**config.mk**
```make
export PLATFORM = sky130hd
export DESIGN_NAME = spi_slave_transmitter
export DESIGN_NICKNAME = d
export VERILOG_FILES = /design/src/rtl/spi_pkg.sv /design/src/rtl/spi_crc16_byte.sv /design/src/rtl/spi_slave_transmitter.sv
export SDC_FILE = /design/constraint.sdc
export NUM_CORES = 1
export LEC_CHECK = 0
export CORE_MARGIN = 2
export CORE_UTILIZATION = 50
export DETAILED_ROUTE_END_ITERATION = 16
export PLACE_DENSITY = 0.78
export SLEW_MARGIN = 20
export SYNTH_ARGS = -nofsm -noshare
export SYNTH_HDL_FRONTEND = slang
export SYNTH_SLANG_ARGS = --single-unit
export TNS_END_PERCENT = 30
```
**constraint.sdc**
```tcl
create_clock -name clock -period 2.77 [get_ports clock]
set_clock_uncertainty 0.2 [all_clocks]
set_input_delay 0.831 -clock clock [delete_from_list [all_inputs] [get_ports clock]]
set_output_delay 0.831 -clock clock [all_outputs]
set_load 0.1 [all_outputs]
```
**src/rtl/spi_pkg.sv**
```systemverilog
// ----------------------------------------------------------------------------
// spi_pkg
// Shared definitions for the SD-card SPI-mode slave datapath (transmitter and
// command receiver): transmitter state encoding, protocol byte constants and
// the CRC16 polynomial.
// ----------------------------------------------------------------------------
package spi_pkg;

    // Transmit engine states, in the order bytes leave the slave.
    typedef enum logic [2:0] {
        ST_IDLE   = 3'd0,
        ST_RESP   = 3'd1,
        ST_TOKEN  = 3'd2,
        ST_DATA   = 3'd3,
        ST_CRC_HI = 3'd4,
        ST_CRC_LO = 3'd5
    } tx_state_e;

    localparam logic [7:0]  START_TOKEN       = 8'hFE;  // single-block data start token
    localparam logic [7:0]  FILL_BYTE_DEFAULT = 8'hFF;  // idle level of MISO
    localparam logic [15:0] CRC16_POLY        = 16'h1021;

endpackage

```
**src/rtl/spi_crc16_byte.sv**
```systemverilog
// ----------------------------------------------------------------------------
// spi_crc16_byte
// Combinational byte-parallel CRC16-CCITT step (poly 0x1021, MSB first).
// Given the running CRC and the next byte, returns the updated CRC.
//
// Ports:
//   crc_i   [15:0]  running CRC before this byte
//   byte_i  [7:0]   byte entering the CRC, MSB first
//   crc_o   [15:0]  CRC after absorbing byte_i
// ----------------------------------------------------------------------------
module spi_crc16_byte
    import spi_pkg::*;
(
    input  logic [15:0] crc_i,
    input  logic [7:0]  byte_i,
    output logic [15:0] crc_o
);

    logic [15:0] c;

    // The byte is folded into the top of the register once, then eight
    // shift/conditional-xor steps are unrolled by the loop.
    always_comb begin
        // NOTE: blocking assignments here are intentional; each loop step must
        // see the value produced by the previous step within the same pass.
        c = crc_i ^ {byte_i, 8'h00};
        for (int i = 0; i < 8; i++) begin
            if (c[15]) c = {c[14:0], 1'b0} ^ CRC16_POLY;
            else       c = {c[14:0], 1'b0};
        end
        crc_o = c;
    end

endmodule

```
**src/rtl/spi_slave_transmitter.sv**
```systemverilog
// ----------------------------------------------------------------------------
// spi_slave_transmitter
// SD-card SPI-mode slave transmit engine. Builds the MISO byte stream for one
// transaction: R1 response, then optionally a data block (start token 0xFE,
// N data bytes, CRC16). One byte at a time is held in io_OutputBuffer; the
// SPI-clock shifter pulses io_ByteSlot when it takes that byte, and the engine
// loads the next one on the same system-clock edge.
//
// Build option:
//   SPI_TX_CRC16_EN  defined   -> CRC16 (0x1021, init 0) sent after the block
//                    undefined -> no CRC logic, CRC bytes are sent as FF FF
//
// Ports:
//   clock              system clock
//   reset              asynchronous, active-low reset
//   io_Start           one-cycle transaction request (accepted only in IDLE)
//   io_Response  [7:0] R1 byte, sampled on an accepted start
//   io_SendData        1 = data block follows the response
//   io_DataBlockSize   block length in bytes (0 = token + CRC only)
//   io_DataIn    [7:0] next data byte from the source
//   io_DataValid       io_DataIn holds a valid byte
//   io_DataReady       io_DataIn consumed this cycle
//   io_ByteSlot        shifter consumed io_OutputBuffer this cycle
//   io_Cancel          chip select deasserted; abort immediately
//   io_OutputBuffer    registered byte presented to the shifter
//   io_Busy            engine not in IDLE
//   io_Done            one-cycle pulse after a transaction completes normally
//   io_Underrun        sticky: a data byte was missing and FILL was sent
// ----------------------------------------------------------------------------
module spi_slave_transmitter
    import spi_pkg::*;
#(
    parameter int         BLOCK_LEN_W = 12,
    parameter logic [7:0] FILL_BYTE   = FILL_BYTE_DEFAULT
)
(
    input  logic                   clock,
    input  logic                   reset,
    input  logic                   io_Start,
    input  logic [7:0]             io_Response,
    input  logic                   io_SendData,
    input  logic [BLOCK_LEN_W-1:0] io_DataBlockSize,
    input  logic [7:0]             io_DataIn,
    input  logic                   io_DataValid,
    output logic                   io_DataReady,
    input  logic                   io_ByteSlot,
    input  logic                   io_Cancel,
    output logic [7:0]             io_OutputBuffer,
    output logic                   io_Busy,
    output logic                   io_Done,
    output logic                   io_Underrun
);

    localparam logic [BLOCK_LEN_W-1:0] CNT_ZERO = '0;
    localparam logic [BLOCK_LEN_W-1:0] CNT_ONE  = 1;

    tx_state_e              state_q, state_d;
    logic [7:0]             out_q, out_d;
    logic                   send_q, send_d;
    logic [BLOCK_LEN_W-1:0] len_q, len_d;
    logic [BLOCK_LEN_W-1:0] cnt_q, cnt_d;
    logic                   underrun_q, underrun_d;
    logic                   done_q, done_d;

    logic                   fetch;       // a data byte is loaded this cycle
    logic [7:0]             fetch_byte;  // byte loaded on a fetch (FILL on underrun)
    logic                   last_data;   // every block byte has been loaded
    logic [7:0]             crc_hi, crc_lo;

    assign fetch_byte = io_DataValid ? io_DataIn : FILL_BYTE;
    // Compare before increment: the counter never needs to hold len+1.
    assign last_data  = (cnt_q == len_q);

`ifdef SPI_TX_CRC16_EN
    logic [15:0] crc_q, crc_d, crc_next;

    spi_crc16_byte u_crc (
        .crc_i  (crc_q),
        .byte_i (fetch_byte),
        .crc_o  (crc_next)
    );

    assign crc_hi = crc_q[15:8];
    assign crc_lo = crc_q[7:0];
`else
    // SD CRC-off mode: the CRC field is transmitted as all ones.
    assign crc_hi = 8'hFF;
    assign crc_lo = 8'hFF;
`endif

    // ------------------------------------------------------------------
    // State and datapath registers
    // ------------------------------------------------------------------
    always_ff @(posedge clock or negedge reset) begin
        if (!reset) begin
            state_q    <= ST_IDLE;
            out_q      <= FILL_BYTE;
            send_q     <= 1'b0;
            len_q      <= CNT_ZERO;
            cnt_q      <= CNT_ZERO;
            underrun_q <= 1'b0;
            done_q     <= 1'b0;
`ifdef SPI_TX_CRC16_EN
            crc_q      <= 16'h0000;
`endif
        end else begin
            // NOTE: non-blocking so every register samples pre-edge values,
            // independent of statement order.
            state_q    <= state_d;
            out_q      <= out_d;
            send_q     <= send_d;
            len_q      <= len_d;
            cnt_q      <= cnt_d;
            underrun_q <= underrun_d;
            done_q     <= done_d;
`ifdef SPI_TX_CRC16_EN
            crc_q      <= crc_d;
`endif
        end
    end

    // ------------------------------------------------------------------
    // Next-state logic. Cancel wins over everything, including a start.
    // ------------------------------------------------------------------
    always_comb begin
        state_d = state_q;
        if (io_Cancel) begin
            state_d = ST_IDLE;
        end else begin
            unique case (state_q)
                ST_IDLE:   if (io_Start)    state_d = ST_RESP;
                ST_RESP:   if (io_ByteSlot) state_d = send_q ? ST_TOKEN : ST_IDLE;
                ST_TOKEN:  if (io_ByteSlot) state_d = (len_q == CNT_ZERO) ? ST_CRC_HI : ST_DATA;
                ST_DATA:   if (io_ByteSlot && last_data) state_d = ST_CRC_HI;
                ST_CRC_HI: if (io_ByteSlot) state_d = ST_CRC_LO;
                ST_CRC_LO: if (io_ByteSlot) state_d = ST_IDLE;
                default:   state_d = ST_IDLE;
            endcase
        end
    end

    // ------------------------------------------------------------------
    // Output / datapath logic: what is loaded into the buffer on each slot.
    // ------------------------------------------------------------------
    always_comb begin
        // NOTE: every variable gets a default first so no path leaves one
        // unassigned, which would otherwise infer a latch.
        out_d      = out_q;
        send_d     = send_q;
        len_d      = len_q;
        cnt_d      = cnt_q;
        underrun_d = underrun_q;
        done_d     = 1'b0;
        fetch      = 1'b0;
`ifdef SPI_TX_CRC16_EN
        crc_d      = crc_q;
`endif

        if (io_Cancel) begin
            // Abort: idle level on MISO, no done pulse, underrun kept.
            out_d = FILL_BYTE;
        end else begin
            unique case (state_q)
                ST_IDLE: begin
                    if (io_Start) begin
                        out_d      = io_Response;
                        send_d     = io_SendData;
                        len_d      = io_DataBlockSize;
                        cnt_d      = CNT_ZERO;
                        underrun_d = 1'b0;
`ifdef SPI_TX_CRC16_EN
                        crc_d      = 16'h0000;
`endif
                    end
                end
                ST_RESP: begin
                    if (io_ByteSlot) begin
                        out_d  = send_q ? START_TOKEN : FILL_BYTE;
                        done_d = !send_q;
                    end
                end
                ST_TOKEN: begin
                    if (io_ByteSlot) begin
                        if (len_q == CNT_ZERO) begin
                            out_d = crc_hi;
                        end else begin
                            fetch = 1'b1;
                            cnt_d = CNT_ONE;
                        end
                    end
                end
                ST_DATA: begin
                    if (io_ByteSlot) begin
                        if (last_data) begin
                            out_d = crc_hi;
                        end else begin
                            fetch = 1'b1;
                            cnt_d = cnt_q + CNT_ONE;
                        end
                    end
                end
                ST_CRC_HI: begin
                    if (io_ByteSlot) out_d = crc_lo;
                end
                ST_CRC_LO: begin
                    if (io_ByteSlot) begin
                        out_d  = FILL_BYTE;
                        done_d = 1'b1;
                    end
                end
                default: out_d = FILL_BYTE;
            endcase

            // A missing source byte is replaced by FILL but still counted and
            // still folded into the CRC so the block length is preserved.
            if (fetch) begin
                out_d = fetch_byte;
                if (!io_DataValid) underrun_d = 1'b1;
`ifdef SPI_TX_CRC16_EN
                crc_d = crc_next;
`endif
            end
        end
    end

    assign io_DataReady    = fetch && io_DataValid;
    assign io_OutputBuffer = out_q;
    assign io_Busy         = (state_q != ST_IDLE);
    assign io_Done         = done_q;
    assign io_Underrun     = underrun_q;

endmodule

```
======== Word level (Yosys, flattened, before mapping) ========
Cells that the tools add are included.
word-level totals
  register bits after elaboration ......... 38
  memory bits (read-only) ................. 0
  memories kept ........................... 0
  logic and storage cells ................. 88
  bits in latches ......................... 0
  output and inout port bits .............. 12
  RAM bits ................................ 0
operators by class
  div/mod/pow operators ................... 0
  bitwise logic cells ..................... 1
  muxes and demuxes ....................... 43
  eq/ne operators ......................... 24
  shift-type cells ........................ 0
  reduce and logical (&&, ||, !) cells .... 12
  multipliers ............................. 0
  magnitude comparators ................... 0
  add/sub/neg operators ................... 1
operators with widths
  kind                                           count
  2-to-1 mux 8 bit                               10
  2-to-1 mux 12 bit                              5
  case mux 8 bit (5 select lines)                1
  case mux 12 bit (3 select lines)               1
  2-to-1 mux 3 bit                               8
  != test 4 bit, second input constant           6
  != test 3 bit, second input constant           6
  case mux 3 bit (6 select lines)                1
  2-to-1 mux 1 bit                               14
  AND reduction 7 bit                            2
  adder 12 x 1 -> 12 bit, second input constant  1
  == test 12 bit                                 1
  zero test 12 bit                               1
  != test 2 bit, second input constant           5
  == test 3 x 2 -> 1 bit, second input constant  2
  == test 3 bit, second input constant           2
  AND reduction 6 bit                            1
  nonzero test 3 bit                             2
  != test 4 x 1 -> 1 bit, second input constant  1
  case mux 1 bit (2 select lines)                2
  == test 3 x 1 -> 1 bit, second input constant  1
  zero test 3 bit                                1
  AND reduction 3 bit                            1
  logical AND 1 bit                              2
  other kinds (4)                                4

======== Longest topological paths before layout ========
  depth in word-level cells ............... 7
  depth in mapped cells ................... 7
  depth with buffers taken out ............ 6

======== Worst setup path after synthesis ========
OpenSTA, ideal clock, no wires.
  path kind ............................... input port to output port
  start point ............................. in io_Cancel
  end point ............................... out io_DataReady
  slack ................................... -0.441 ns
  buffers on the path ..................... 0
  data arrival time ....................... 2.180 ns
  data required time ...................... 1.739 ns
  stages on the path ...................... 4
  path through ............................ nor2_1 > and3_1 > nand4_1 > inv_1
between the ends
  longest elaborated chain between the ends .. 2
ends and longest elaborated chain
  what                RTL line                      text
  start: declaration  spi_slave_transmitter.sv:47   input logic io_Cancel,
  2-to-1 mux 1 bit    spi_slave_transmitter.sv:159  if (io_Cancel) begin
  logical AND 1 bit   spi_slave_transmitter.sv:226  assign io_DataReady = fetch && io_DataValid;
  end: declaration    spi_slave_transmitter.sv:45   output logic io_DataReady,
Every way passes these cells.

======== Worst setup path after layout ========
  start point ............................. reg cnt_q[4]
  end point ............................... out io_DataReady
between the ends
  longest elaborated chain between the ends .. 7
ends and longest elaborated chain
  what                             RTL line                      text
  start: declaration               spi_slave_transmitter.sv:61   logic [BLOCK_LEN_W-1:0] cnt_q, cnt_d;
  start signal: assignment         spi_slave_transmitter.sv:113  cnt_q <= cnt_d;
  == test 12 bit                   spi_slave_transmitter.sv:72   assign last_data = (cnt_q == len_q);
  2-to-1 mux 1 bit                 spi_slave_transmitter.sv:194  if (last_data) begin
  2-to-1 mux 1 bit                 spi_slave_transmitter.sv:193  if (io_ByteSlot) begin
  case mux 1 bit (2 select lines)  spi_slave_transmitter.sv:163  unique case (state_q)
  2-to-1 mux 1 bit (2 in a row)    spi_slave_transmitter.sv:159
  logical AND 1 bit                spi_slave_transmitter.sv:226
Every way passes these cells. The select of a mux whose other input is x is not followed.

==> metrics.yaml <==
status: "finished with violations"
violations: "negative setup slack"
ys_ff_latch: 38
synth_cell_types: 43
grt_max_degree: 39
initial_core_util: 0.5279
leakagePower_nw: 1.399
ys_async_sr_fraction: 1.000
num_antenna_cells: 0
fin_nets: 334
worstSetupStartpointType: "register"
finalCritPeriodShare: 1.109
relSlewSlack: 0.4432
synth-simple-area-share: 0.1817
crit_fanout: 2
synth-compound-area-share: 0.1519
drtPass1Iterations: 4
root_buffer: "clkbuf_8"
setup_violations: 1
hold_viol_final: 0
fin_area_sq_mm: 0.003120
rsz0062_at_grt: "true"
required_ps: 1740
grt_pass1_wl_microns: 9591
synth_area_sq_mm: 0.002142
maxCapViolations: 0
rows: 23
holdPathStages: 2
hp-class: "reg -> reg"
area_growth_pct: 45.68
critPathKind: "reg -> out"
cts_hold_buffers: 0
power_density_mw_per_mm2: 1046
post_drt_wl_per_cell_microns: 16.25
core_area_sq_mm: 0.004058
path_clk_slew_ps: 80
synthTopCellsByCount: "dfrtp_1, mux2_2, xor2_1, a21oi_1, inv_1"
synth_top_family_by_area: "simple AND/OR/NAND/NOR gates"
cts_buffers: 5
tightest_slew_ps: 835.3
synth_top_area_frac: 0.3505
drive_gt1_frac: 0.3144
viasPerCell: 5.825
place_congestion: 0.9413
die_h_microns: 69.46
stdcell_count: 349
min_to: "io_OutputBuffer[7]"
yosysMostFrequentCell: "dfrtp_1"
drt_wl_total_microns: 5672
grt_usage: 0.2482
hold_start: "io_OutputBuffer[7]"
end_kind: "output pin"
vdd_ir_drop_max_mv: 0.8128
htree_num_levels: 2
period_minus_slack_ps: 3071
chipWidth_microns: 69.46
slew_viol_final: 0
cts_buffer_depth: 2
seq_area_frac_synth: 0.4486
port_buffers: 46
vias: 2033
finish.utilization: 0.7690
cts_tree: "yes"
yosysWarnings: 0
synth.net_count: 248
yosys.area_share.adder: 0.005841
io_pins: 47
drc: 0
finalWorstSetupSlack_ps: -300.9
reg2reg_slack_ps: 290
dp_cells: 339
synthFlopType: "dfrtp_1"
netlist_top_cells_area: "dfrtp_1, dfstp_2, mux2_2"
tns_ps: -300.9
fmaxAchievable_ghz: 0.3256
first_global_vias: 2037
overflow: 0
dp_hpwl_microns: 4114
synth_cells: 212
r2r-end: "io_OutputBuffer[5]"
preCtsSetupSlack_ps: -292.5
r2r_start: "cnt_q[4]"
drtIter0Drc: 219
yosys.area.top_type: "dfrtp_1"
antenna_left: 0
numClockSinks: 38
synth_mux_area_frac: 0.1232
die-area_sq_mm: 0.004824
clock_latency_ps: 300
reg2regPathDepth: 9
synth_xor_area_frac: 0.05315
place_area_sq_mm: 0.002945
critPathArrivalTime_ps: 2040
syn_area_per_cell_sq_um: 10.10
grt_antenna_before_repair: 0
synth-edff-count: 0
==> routing by layer <==
metal / global-route usage / share of wire / wire length (microns) / up-vias
li1: - / - / - / 967
met1: 0.3240 / 0.44 / 2483 / 987
met2: 0.4006 / 0.48 / 2738 / 66
met3: 0.05087 / 0.058 / 331 / 13
met4: 0.1046 / 0.021 / 119 / 0
met5: 0 / 0 / 0 / -
==> worst max-delay path by stage <==
| stage | startpoint | endpoint | slack (ps) | depth (start not counted) |
|---|---|---|---|---|
| 2_1_floorplan | cnt_q[4] | io_DataReady | -160 | 5 |
| 3_3_place_gp | io_Cancel | io_DataReady | -280 | 6 |
| 3_5_place_dp | io_Cancel | io_DataReady | -290 | 6 |
| 4_1_cts | len_q[3] | io_DataReady | -270 | 7 |
| 5_1_grt | cnt_q[4] | io_DataReady | -430 | 7 |
| 6_report | cnt_q[4] | io_DataReady | -300 | 7 |
==> layout by cell type, fill, tap and decap left out, types with 3 or more instances in the layout <==
cell and n:
dfstp_2 8, clkdlybuf4s50_1 32, o21a_1 3, a21oi_1 12, nand2_1 8, mux2i_1 8
nand4_1 7, nor2_1 10, buf_12 4, and3_1 4, xor2_1 13, clkbuf_8 5
dfrtp_1 30, or3_1 6, o21ai_0 7, or4_1 7, nand3_1 10, o31ai_1 4
inv_1 11, o22ai_1 7, mux2_2 14, nor4_2 3, buf_4 48, nor4_1 6
==> area by class of cell <==
| type | instances | area (sq um) |
|---|---|---|
| multi-input cells | 155 | 1136 |
| flip-flops and latches | 38 | 960.9 |
| fillers | 266 | 937.1 |
| repair buffers | 86 | 774.5 |
| clock buffers | 5 | 68.82 |
| clock inverters | 3 | 68.82 |
| well taps | 50 | 62.56 |
| inverters | 12 | 48.80 |
==> stage by stage <==
step	hold slack [ps]	power, mW
after floorplan	278.1	2.070
after global placement	255.5	2.602
after CTS	277.7	3.242
after detailed placement	265.8	2.630
final	274.4	3.264
after global routing	286.4	3.420
==> state kept, by name (all words and copies together), names as in the netlist <==
signal / cells
send_q: 1
io_Underrun: 1
state_q: 3
cnt_q: 12
len_q: 12
io_Done: 1
io_OutputBuffer: 8
==> power by group <==
| group | internal (mW) | total [mW] | switching, mW |
|---|---|---|---|
| Clock | 0.361 | 0.575 | 0.214 |
| Sequential | 0.767 | 0.945 | 0.179 |
| Combinational | 0.681 | 1.74 | 1.06 |
==> what timing repair did <==
| item | CTS | global route |
|---|---|---|
| resized for setup | 3 | 2 |
| setup buffers | 1 | 1 |
| pin swaps | 5 | 3 |
| setup endpoints to repair | 1 | 2 |
==> cell families after synthesis <==
logic type,Yosys count
mux,24
buf+inv,19
flops,38
simple gates,70
xor+xnor,13
compound gates,47
fa+ha+maj,1
==> critical path, cell delays in order (launching register included) <==
cell        delay [ps]
dfrtp_1            420
xor2_1             180
nor4_2             320
buf_4              170
nand4_1            130
nand4_1            210
clkinvlp_4         130
buf_12             170
(Power assumes the default switching activity.)
==> RTL edit (same settings) <==
Set the parameter `BLOCK_LEN_W` to 18 (it was 12).
--- a/src/rtl/spi_slave_transmitter.sv
+++ b/src/rtl/spi_slave_transmitter.sv
@@ -31,5 +31,5 @@
     import spi_pkg::*;
 #(
-    parameter int         BLOCK_LEN_W = 12,
+    parameter int         BLOCK_LEN_W = 18,
     parameter logic [7:0] FILL_BYTE   = FILL_BYTE_DEFAULT
 )
Ports: changed (resized io_DataBlockSize); port bits go from 47 to 53. The function was not compared with the original's and may differ.
==> RTL edit against the unedited design <==
- the run still ends with negative setup slack left
- die area increased by 29%
- sequential cell count is 12 higher
- wire length rose by 28%
- power increased by 3.0%
- synthesized area grew 31%
- cell area is 24% higher
- worst setup slack gained 0.034 ns
- sequential power grew 24%
- maximum frequency is 1.1% higher
- first-iteration DRC count decreased by 13%
- largest cell class unchanged
- largest power group unchanged
- highest routed layer unchanged
==> RTL edit: results (changes against the unedited design) <==
Place
  • Post-DP HPWL: 5467 um (+33%)
  • Final GP Congestion: 0.8608 (-8.6%)
  • I/O Buffers: 52 (+13%)
  • DP Worst Slack: -0.5335 ns (-0.2411 ns)
  • Placed cell areas: 3737 um2 (+27%)
  • # placed instances: 439 (+29%)

Clocking
  • Post-CTS sizing: 7 (+4)
  • Clk slew on worst S/H paths: 0.10 ns (+0.02 ns)

Power
  • Leakage: 1.596 nW (+14%)
  • Comb power frac: 0.518 (-0.016)
  • Switching Share: 0.4420 (-0.003996)
  • Maximum vdd drop: 0.5551 mV (-32%)

Global route
  • Largest net degree at the start of global routing: 30 (-23%)
  • Number of global-route vias before repair: 2500 (+23%)

Critical path
  • Data arrival, critical path: 2.01 ns (-0.03 ns)
  • Reg-to-reg critical path endpoint: cnt_q[8]
  • Worst R2R Path Depth: 10 (+1)
  • Crit path launch: len_q[13]

Run status
  • Failing checks: negative setup slack
  • Status: complete, but fails checks

STA
  • Final setup vio count: 1 (unchanged)
  • Final Worst Setup Slack: -0.2673 ns (+0.03352 ns)
  • Slew margin rel.: 0.5954 (+0.1522)

Synth
  • FF+latch count, synth: 50 (+32%)
  • Mapped Nets: 327 (+32%)
  • Synthesized area per cell: 9.860 um2 (-2.4%)
  • Synth top cells by count: dfrtp_1, a21oi_1, mux2_2, nand2_1, o21ai_0
  • Sequential area share after synthesis: 0.4488 (about the same)
  • Largest cells by area after synthesis: dfrtp_1, mux2_2, dfstp_2, a21oi_1, xor2_1

Cells and area
  • Post-layout instance area: 3881 um2 (+24%)
  • Nets: 417 (+25%)
  • Fillers: 449 (+69%)
  • Non-clock buffer share: 0.2299 (-0.01834)

Hold path
  • Worst Hold Class: input port to async pin

Route
  • Iteration-0 DRC Markers: 191 (-13%)

Die
  • Row count: 27 (+17%)
## RTL edit: how the worst min path moves through the flow
stage | start | endpoint | slack, ns
2_1_floorplan | send_q | io_Done | 0.28
3_3_place_gp | io_Underrun | io_Underrun | 0.30
3_5_place_dp | io_Underrun | io_Underrun | 0.30
4_1_cts | reset | len_q[15] | 0.29
5_1_grt | reset | len_q[14] | 0.31
6_report | reset | cnt_q[13] | 0.28
## RTL edit: logic make-up after synthesis
group	share of synthesized area
buffers and inverters	0.03295
XOR/XNOR	0.05610
multiplexers	0.08014
AO/OA/AOI/OAI	0.1932
flip-flops	0.4488
adder cells (fa/ha/maj)	0.004452
AND/OR/NAND/NOR	0.1843
## RTL edit: routing by layer
metal  up-vias  share of wire  track usage
li1       1262              -            -
met3         7          0.056      0.03636
met5         -              0            0
met1      1290           0.45       0.3519
met2        92           0.48       0.4025
met4         0          0.012      0.05000
